`config.mk`:
```
export PLATFORM = sky130hd
export DESIGN_NAME = inst_fetch_queue
export DESIGN_NICKNAME = d
export VERILOG_FILES = /design/src/rtl/inst_fetch_queue.sv
export SDC_FILE = /design/constraint.sdc
export NUM_CORES = 1
export LEC_CHECK = 0
export BUFFER_PORTS_ARGS = -buffer_cell sky130_fd_sc_hd__buf_2
export CORE_MARGIN = 3
export CORE_UTILIZATION = 52
export DETAILED_ROUTE_END_ITERATION = 6
export PLACE_DENSITY = 0.87
export SLEW_MARGIN = 10
export SYNTH_ARGS = -nofsm -noshare
export SYNTH_HDL_FRONTEND = slang
export SYNTH_SLANG_ARGS = --single-unit
```
`constraint.sdc`:
```
create_clock -name CLK -period 4.5 [get_ports CLK]
set_input_delay 0.45 -clock CLK [delete_from_list [all_inputs] [get_ports CLK]]
set_output_delay 0.45 -clock CLK [all_outputs]
set_load 0.02 [all_outputs]
```
`src/rtl/inst_fetch_queue.sv`:
```
// Decoupled instruction-fetch queue: variable-latency IMem requests, circular PC/instruction buffer, redirect flush.
// Optional macro IFQ_STATS_EN adds the FlushCount output (flushed entries plus discarded responses).
module inst_fetch_queue #(
  parameter int DEPTH = 4,
  parameter int CW    = 3
) (
  input  logic          CLK,
  input  logic          Reset_L,
  input  logic [63:0]   startPC,
  input  logic          Redirect,
  input  logic [63:0]   RedirectPC,
  output logic          IMemReq,
  output logic [63:0]   IMemAddr,
  input  logic          IMemAck,
  input  logic [31:0]   IMemData,
  input  logic          IFIDReady,
  output logic          InstValid,
  output logic [31:0]   Instruction,
  output logic [63:0]   InstPC,
  output logic [CW-1:0] Count
`ifdef IFQ_STATS_EN
  ,
  output logic [31:0]   FlushCount
`endif
);

  localparam int PW = $clog2(DEPTH);
  localparam logic [CW-1:0] DEPTH_C = CW'(DEPTH);

  typedef enum logic [1:0] {S_START, S_IDLE, S_REQ, S_DISCARD} state_t;

  state_t        state, nextState;
  logic [63:0]   fetchPC, discardAddr;
  logic [PW-1:0] rdPtr, wrPtr;
  logic [31:0]   instMem [DEPTH];
  logic [63:0]   pcMem   [DEPTH];
  logic          redirectEff, deq, enq, holdAddr;
  logic [CW-1:0] countAfter;

  assign InstValid   = (Count != '0);
  assign Instruction = InstValid ? instMem[rdPtr] : '0;
  assign InstPC      = InstValid ? pcMem[rdPtr]   : '0;

  always_ff @(negedge CLK or negedge Reset_L) begin
    if (!Reset_L) state <= S_START;
    else          state <= nextState;
  end

  always_comb begin
    nextState   = state;
    IMemReq     = 1'b0;
    IMemAddr    = '0;
    holdAddr    = 1'b0;
    redirectEff = Redirect && (state != S_START);
    // A dequeue coinciding with a redirect is void: downstream flushes too.
    deq         = InstValid && IFIDReady && !redirectEff;
    enq         = (state == S_REQ) && IMemAck && !redirectEff;
    countAfter  = Count + CW'(enq) - CW'(deq);
    unique case (state)
      S_START: nextState = S_IDLE;
      S_IDLE: begin
        if (!redirectEff && (countAfter < DEPTH_C)) nextState = S_REQ;
      end
      S_REQ: begin
        IMemReq  = 1'b1;
        IMemAddr = fetchPC;
        if (redirectEff) begin
          nextState = IMemAck ? S_IDLE : S_DISCARD;
          holdAddr  = !IMemAck;
        end else if (IMemAck) begin
          nextState = (countAfter < DEPTH_C) ? S_REQ : S_IDLE;
        end
      end
      S_DISCARD: begin
        IMemReq  = 1'b1;
        IMemAddr = discardAddr;
        if (IMemAck) nextState = S_IDLE;
      end
      default: nextState = S_START;
    endcase
  end

  always_ff @(negedge CLK or negedge Reset_L) begin
    if (!Reset_L) begin
      fetchPC     <= '0;
      discardAddr <= '0;
      rdPtr       <= '0;
      wrPtr       <= '0;
      Count       <= '0;
    end else begin
      if (state == S_START)  fetchPC <= startPC;
      else if (redirectEff)  fetchPC <= RedirectPC;
      else if (enq)          fetchPC <= fetchPC + 64'd4;
      if (holdAddr) discardAddr <= fetchPC;
      if (redirectEff) begin
        rdPtr <= '0;
        wrPtr <= '0;
        Count <= '0;
      end else begin
        if (enq) wrPtr <= wrPtr + PW'(1);
        if (deq) rdPtr <= rdPtr + PW'(1);
        Count <= countAfter;
      end
    end
  end

  // Storage needs no reset: the outputs are masked whenever the queue is empty.
  always_ff @(negedge CLK) begin
    if (enq) begin
      instMem[wrPtr] <= IMemData;
      pcMem[wrPtr]   <= fetchPC;
    end
  end

`ifdef IFQ_STATS_EN
  logic [32:0] flushSum;

  // An S_REQ response is always lost on redirect (acked now or discarded later).
  always_comb flushSum = {1'b0, FlushCount} + 33'(Count) + 33'(state == S_REQ);

  always_ff @(negedge CLK or negedge Reset_L) begin
    if (!Reset_L)         FlushCount <= '0;
    else if (redirectEff) FlushCount <= flushSum[32] ? '1 : flushSum[31:0];
  end
`endif

endmodule

```
-- Word level (Yosys, flattened, before mapping)
Memory sizes are Yosys's and may differ from the RTL's.
Index checks and enable logic that the tools add are counted.
- register bits after elaboration: 137
- bits in writable memories: 384
- input bits: 165
- output and inout bits: 165
- logic and storage cells: 59
- memories: 2
- memories (name ; depth ; bits a word ; rd ports ; clocked after memory_dff ; wr ports ; line ; text):
    pcMem ; 4 ; 64 ; 1 ; 0 ; 1 ; 36 ; logic [63:0] pcMem [DEPTH];
    instMem ; 4 ; 32 ; 1 ; 0 ; 1 ; 35 ; logic [31:0] instMem [DEPTH];
- add/subtract/negate cells: 5
- $lt $le $gt $ge: 1
- equal/unequal tests: 6
- mux-type cells: 23
- reductions and logical operators: 16
- operator list (kind ; number):
    64-bit 2-to-1 mux ; 4
    64-bit one-hot mux with 2 select lines ; 1
    64-bit by 3-bit adder with 64-bit output (second input constant) ; 1
    32-bit 2-to-1 mux ; 1
    2-bit 2-to-1 mux ; 10
    2-bit one-hot mux with 4 select lines ; 1
    1-bit logical AND ; 6
    2-bit nonzero test ; 3
    3-bit nonzero test ; 2
    1-bit 2-to-1 mux ; 5
    2-bit by 1-bit adder with 2-bit output (second input constant) ; 2
    2-bit equality test (second input constant) ; 2
    2-bit inequality test (second input constant) ; 2
    3-bit by 1-bit adder with 3-bit output ; 1
    3-bit less-than comparator (second input constant) ; 1
    3-bit 2-to-1 mux ; 1
    3-bit inequality test (second input constant) ; 1
    3-bit AND reduction ; 1
    3-bit by 1-bit subtractor with 3-bit output ; 1
    2-bit by 1-bit equality test with 1-bit output (second input constant) ; 1
    1-bit logical NOT ; 2
    2-bit logical NOT ; 1
    2-bit OR reduction ; 1

-- Longest topological paths before layout
Gate-level depths: netlist (run 1).
- depth in word-level cells: 11
- depth in mapped cells: 19
- depth with buffers taken out: 15

==> results of run 1 <==
repair_timing:
item                                    CTS  global route
endpoints found under the setup margin  162           162
cloned                                   18            12
pin swaps                                30            22
setup buffers                            23            13
gates resized for setup                 169           155
area by class of cell:
cell class | count | share of cell area (%)
Inverter | 17 | 0.2078
Clock buffer | 65 | 4.837
Sequential cell | 521 | 48.72
Antenna cell | 6 | 0.04890
Multi-Input combinational cell | 821 | 24.66
Tap cell | 577 | 2.351
Timing Repair Buffer | 463 | 13.69
Clock inverter | 419 | 5.484
stage by stage:
step / hold WS, ps / cell area [um2] / setup TNS, ps / util [%]
2_1_floorplan: 442.2 / 22630 / -1985 / -
3_3_place_gp: 450.7 / 25470 / -653.5 / 60.06
3_5_place_dp: 457.6 / 25470 / -875.9 / 60.06
4_1_cts: 460.3 / 30090 / -60080 / 70.94
5_1_grt: 473.8 / 30700 / -65550 / 72.37
6_report: 456.0 / 30710 / -57880 / 72.40
worst register-to-register path, stage by stage (launching register included):
cell and delay, ps:
dfrtn_1 410, inv_1 180, ha_4 390, inv_1 300
nand2_1 160, nand2_1 60, ha_1 290, inv_1 60
ha_1 130, inv_1 60, fa_2 360, xor2_1 150
xnor2_1 150, and3_1 170, o31ai_1 240, mux2i_1 110
power groups by stage:
stage / clock, mW / sequential, mW / combinational, mW
after global routing: 6.39 / 7.17 / 8.15
after global placement: 0.506 / 6.96 / 5.74
final: 5.83 / 7.09 / 7.80
after detailed placement: 0.506 / 7.05 / 5.88
after floorplan: 0.506 / 6.84 / 3.73
after CTS: 5.82 / 7.03 / 7.06
placed cells by master, fill, tap and decap left out, types with 13 or more instances in the layout:
master,instances
buf_6,76
nand3_1,34
buf_2,208
a22oi_1,41
buf_12,41
a21oi_1,74
a22o_4,29
buf_4,113
mux4_2,96
nand2_1,53
edfxtp_1,384
a22o_1,46
mux2_2,65
dfrtn_1,137
and2_4,49
nor2_1,47
and2_1,51
o31ai_1,13
inv_1,410
nand4_1,19
o21ai_0,45
clkbuf_16,67
nor3_1,14
Yosys cell counts (41+ instances only):
cell / number / area share [%]
a21oi_1: 74 / 1.6
a22o_1: 75 / 2.9
a22oi_1: 41 / 1.4
and2_1: 100 / 2.8
clkbuf_1: 71 / 1.2
dfrtn_1: 137 / 15
edfxtp_1: 384 / 51
mux2_2: 65 / 3.2
mux4_2: 96 / 9.6
nand2_1: 53 / 0.88
nor2_1: 50 / 0.83
o21ai_0: 46 / 1.0
routing by layer:
layer	global-route usage [%]	vias to the layer above
li1	-	7384
met4	14.06	0
met2	48.90	1256
met5	0	-
met3	7.921	260
met1	39.53	8664
cells by family after synthesis:
logic type,synth area share [%]
AO/OA/AOI/OAI,9.381
XOR/XNOR,0.5048
multiplexers,13.01
buffers and inverters,2.152
adder cells (fa/ha/maj),0.6990
flip-flops,66.33
AND/OR/NAND/NOR,7.927
state kept, by name (all words and copies together) (netlist names):
name	cells
discardAddr	64
fetchPC	64
pcMem	256
state	2
Count	3
wrPtr	2
instMem	128
rdPtr	2
final timing paths:
kind | start | end | slack, ps | cells after the start
worst max-delay path | rdPtr[0] | InstPC[11] | -560 | 6
worst min-delay path | discardAddr[2] | discardAddr[2] | 460 | 1
worst max register to register | state[1] | state[1] | 1100 | 15
worst min register to register | discardAddr[2] | discardAddr[2] | 460 | 1
max in group asynchronous | Reset_L | fetchPC[16] | 1730 | 2
min in group asynchronous | Reset_L | discardAddr[57] | 1980 | 1
==> flow_summary.yaml, run 1 <==
clock_network:
  numCtsBuffers: 54
  ctsHoldBuffers: 0
  cts.sinks: 521
  cts_tree: "yes"
  clock_latency_ps: 670
  cts_buffer_depth: 3
  cts_root_buf: "clkbuf_16"
  htreeDepth: 2
  path_clk_slew_ps: 50
place:
  placed_cells: 2344
  place_ws_ps: -455.1
  dp_hpwl_mm: 40.79
  place_congestion: 0.8685
  io_buffer_count: 329
global_route:
  track_usage_pct: 30.52
  grt_overflow: 0
  grt_pass1_vias: 18200
  grt_first_pass_wirelength_mm: 106.6
  antenna_found_initial: 5
  grt_start_max_net_pins: 60
yosys:
  netlist_area_um2: 22550
  async_flop_share_pct: 26.30
  yosys_warnings: 0
  synth-seq-cells: 521
  synth-main-ff-cell: "edfxtp_1"
  synth_cells: 1463
  syn_avg_cell_area_um2: 15.42
  syn-num-nets: 1640
  seq_area_frac_synth_pct: 66.33
  ys_types: 64
  synth-edff-count: 384
pwr:
  ir_drop_v: 0.0003778
  switchingPower_mw: 7.877
  total_power_mw: 20.72
  clock_power_share_pct: 28.1
  p_leak_nw: 13.31
  power.density_nw_per_um2: 674.9
  p_comb_share_pct: 37.6
  p_int_mw: 12.85
  power.share.sequential_pct: 34.2
  swShare_pct: 38.01
setup_path:
  slowest_delay_ps: 540
  path_delay_family: "buffers and inverters"
  crit_chain: "buf_4 > buf_12 > buf_12 > mux4_2 > and2_4 > buf_4"
  worstSetupPathType: "reg -> out"
  startpoint_type: "flip-flop"
  arrival_ps: 4610
  path_max_fanout: 8
  crit_buf_inv: 4
  critPathRequiredTime_ps: 4050
  cpMaxStageDelayCell: "mux4_2"
  cp-end-kind: "output pin"
timing:
  rsz0062_at_grt: "yes"
  hold_viol_final: 0
  skew_ps: 89.49
  slew_headroom_pct: 37.12
  setup_ws_ps: -562.2
  maxSlewViolCount: 0
  setup_viol: 162
  worst_pin_slew_ps: 934.6
final_layout:
  multi_input_area_um2: 7574
  areaGrowthSynthToFinish_pct: 36.15
  regArea_um2: 14960
  drive_gt1_share_pct: 35.26
  fill_cells: 2676
  fin_cells: 2889
  nNetsFinal: 2439
run_status:
  violations: "design-rule violations, negative setup slack"
  status: "complete, but fails checks"
die:
  start_util_pct: 53.17
  chipHeight_um: 214.3
  core_um2: 42420
  die_x_um: 214.3
  ios: 330
  fp-row-count: 75
  die_area_um2: 45910
routing:
  dr_wl_met3_mm: 7.369
  routed_via_density: 6.080
  dr.pass1.iters: 7
  wl_per_cell_um: 25.39
  drc: 20
  wl_mm: 73.36
  wl_met2_mm: 35.30
  wl_met1_mm: 27.39
  vias: 17560
  drtIter0Drc: 2132
  ant_nets: 0
  highest_layer: "met4"
hold_path:
  hp-class: "reg -> reg"
job:
  cap_violations: 0
Power figures use the tool's default switching activity.
==> run 2, diff against run 1 <==
Settings changed: CORE_MARGIN 3 to 2, CORE_UTILIZATION 52 to 62, PLACE_DENSITY 0.87 to 0.95, SKIP_LAST_GASP set to 1.
Clock period 4.5 ns to 6.3 ns, I/O delays scaled along.
==> run 2 against run 1 <==
- final cell count decreased by 7.2%
- cell area fell by 8.1%
- global-route usage increased by 5.6 points
- the flow now finishes without violations
- total power down 35%
- core utilization increased by 6.7 points
- register-to-register slack better by 1600 ps
- sequential share of layout area up 4.3 points
- die area decreased by 17%
- highest routed layer is now met5
- largest cell class unchanged
==> flow_summary.yaml, run 2 (synthesis results as in run 1) <==
pwr:
  p_int_mw: 8.176
  power.share.sequential_pct: 38.7
  power.density_nw_per_um2: 476.5
  p_leak_nw: 12.28
  swShare_pct: 39.17
  switchingPower_mw: 5.265
  ir_drop_v: 0.0004012
  p_comb_share_pct: 29.7
  clock_power_share_pct: 31.6
place:
  dp_hpwl_mm: 39.36
  place_area_um2: 24950
  place_congestion: 0.8747
  io_buffer_count: 329
  placed_cells: 2193
  place_ws_ps: 178.0
timing:
  setup_viol: 0
  hold_viol_final: 0
  rsz0062_at_grt: "no"
  fin_hold_ws_ps: 455.1
  setup_ws_ps: 71.96
  finalSetupTns_ps: 0
  skew_ps: 90.85
  slew_headroom_pct: 34.86
  maxSlewViolCount: 0
  worst_pin_slew_ps: 977.1
clock_network:
  cts_root_buf: "clkbuf_16"
  cts_tree: "yes"
  cts.sinks: 521
  path_clk_slew_ps: 50
  htreeDepth: 2
  numCtsBuffers: 54
  clock_latency_ps: 650
  ctsHoldBuffers: 0
  cts_buffer_depth: 3
final_layout:
  largest_register: "pcMem"
  mostFrequentLayoutCells: "407 x inv_1, 384 x edfxtp_1, 328 x buf_2"
  multi_input_area_um2: 7184
  fin_area_um2: 28210
  largest_reg_flops: 256
  reg.largest.list: "pcMem: 256 flops, instMem: 128 flops"
  fin_cells: 2681
  fill_cells: 1834
  nNetsFinal: 2350
  regArea_um2: 14960
  drive_gt1_share_pct: 29.06
  final_common_cell: "inv_1"
  areaGrowthSynthToFinish_pct: 25.06
job:
  cap_violations: 0
routing:
  wl_mm: 68.35
  vias: 17340
  routed_via_density: 6.466
  wl_per_cell_um: 25.49
  ant_nets: 0
  drtIter0Drc: 2064
  dr.pass1.iters: 6
  drc: 0
setup_path:
  crit_chain: "ha_2 > buf_4 > a22o_1 > buf_2"
  worstSetupPathType: "reg -> out"
  path_max_fanout: 20
  cp-end-kind: "output pin"
  critPathRequiredTime_ps: 5670
  startpoint_type: "flip-flop"
  slowest_delay_ps: 620
  cpMaxStageDelayCell: "ha_2"
  arrival_ps: 5600
die:
  core_um2: 35660
  die_x_um: 194.7
  die_area_um2: 37920
  fp-row-count: 69
  start_util_pct: 63.26
  chipHeight_um: 194.7
  ios: 330
run_status:
  status: "finished, final reports clean"
global_route:
  use_met2_pct: 59.19
  met3_usage_pct: 9.370
  grt_overflow: 0
  use_met1_pct: 45.24
  track_usage_pct: 36.14
  grt_first_pass_wirelength_mm: 103.5
  grt_start_max_net_pins: 78
  antenna_found_initial: 6
  busiest_layer: "met2"
  grt_pass1_vias: 18330
hold_path:
  hp-class: "reg -> reg"
[run 2: changes by cell type in the layout (fill, tap and decap cells not counted), moves of 49 or more]
cell and change:
and2_1 +49, and2_4 -49, buf_2 +120, buf_4 -86, buf_6 -75
[run 2: layer usage]
| layer | wire (um) | vias up |
|---|---|---|
| met5 | 45 | - |
| met4 | 3163 | 6 |
| met3 | 7845 | 275 |
| met2 | 33490 | 1362 |
| met1 | 23810 | 8503 |
| li1 | - | 7190 |
[run 2: worst paths after layout]
kind	from	to	slack [ps]	cells past startpoint
max	state[1]	IMemAddr[42]	70	4
min	discardAddr[5]	discardAddr[5]	460	1
max reg2reg	state[0]	state[1]	2720	15
min reg2reg	discardAddr[5]	discardAddr[5]	460	1
max in group asynchronous	Reset_L	discardAddr[9]	2350	2
min in group asynchronous	Reset_L	discardAddr[33]	3140	1
[run 2: through the flow]
stage / util, % / power, mW
2_1_floorplan: - / 7.903
3_3_place_gp: 69.99 / 9.143
3_5_place_dp: 69.99 / 9.356
4_1_cts: 79.08 / 13.36
5_1_grt: 79.09 / 14.02
6_report: 79.11 / 13.44
[run 2: repair_timing]
item / in CTS / in global routing
gates resized for setup: 1 / 0
endpoints found under the setup margin: 11 / 0
setup buffers: 1 / 0
hold endpoints to repair: 0 / 0
[run 2: cell type report]
| cell class | count | area share [%] |
|---|---|---|
| Tap cell | 461 | 2.045 |
| Clock buffer | 64 | 5.221 |
| Inverter | 17 | 0.2262 |
| Sequential cell | 521 | 53.04 |
| Clock inverter | 419 | 6.064 |
| Antenna cell | 4 | 0.03549 |
| Timing Repair Buffer | 374 | 7.900 |
| Multi-Input combinational cell | 821 | 25.47 |
[run 2: power groups by stage]
stage          clock network, mW  registers [mW]  logic, mW
5_1_grt                     4.55            5.27       4.20
3_3_place_gp               0.361            5.10       3.68
3_5_place_dp               0.361            5.19       3.81
6_report                    4.25            5.20       3.99
2_1_floorplan              0.361            4.89       2.65
4_1_cts                     4.25            5.17       3.94
[run 2: critical path, delay by kind of cell, from the launching register on]
kind	cells	cell delay (ps)
AOI/OAI and AO/OA	1	240
DFF	1	480
buffers and inverters	2	530
adders and majority gates	1	620
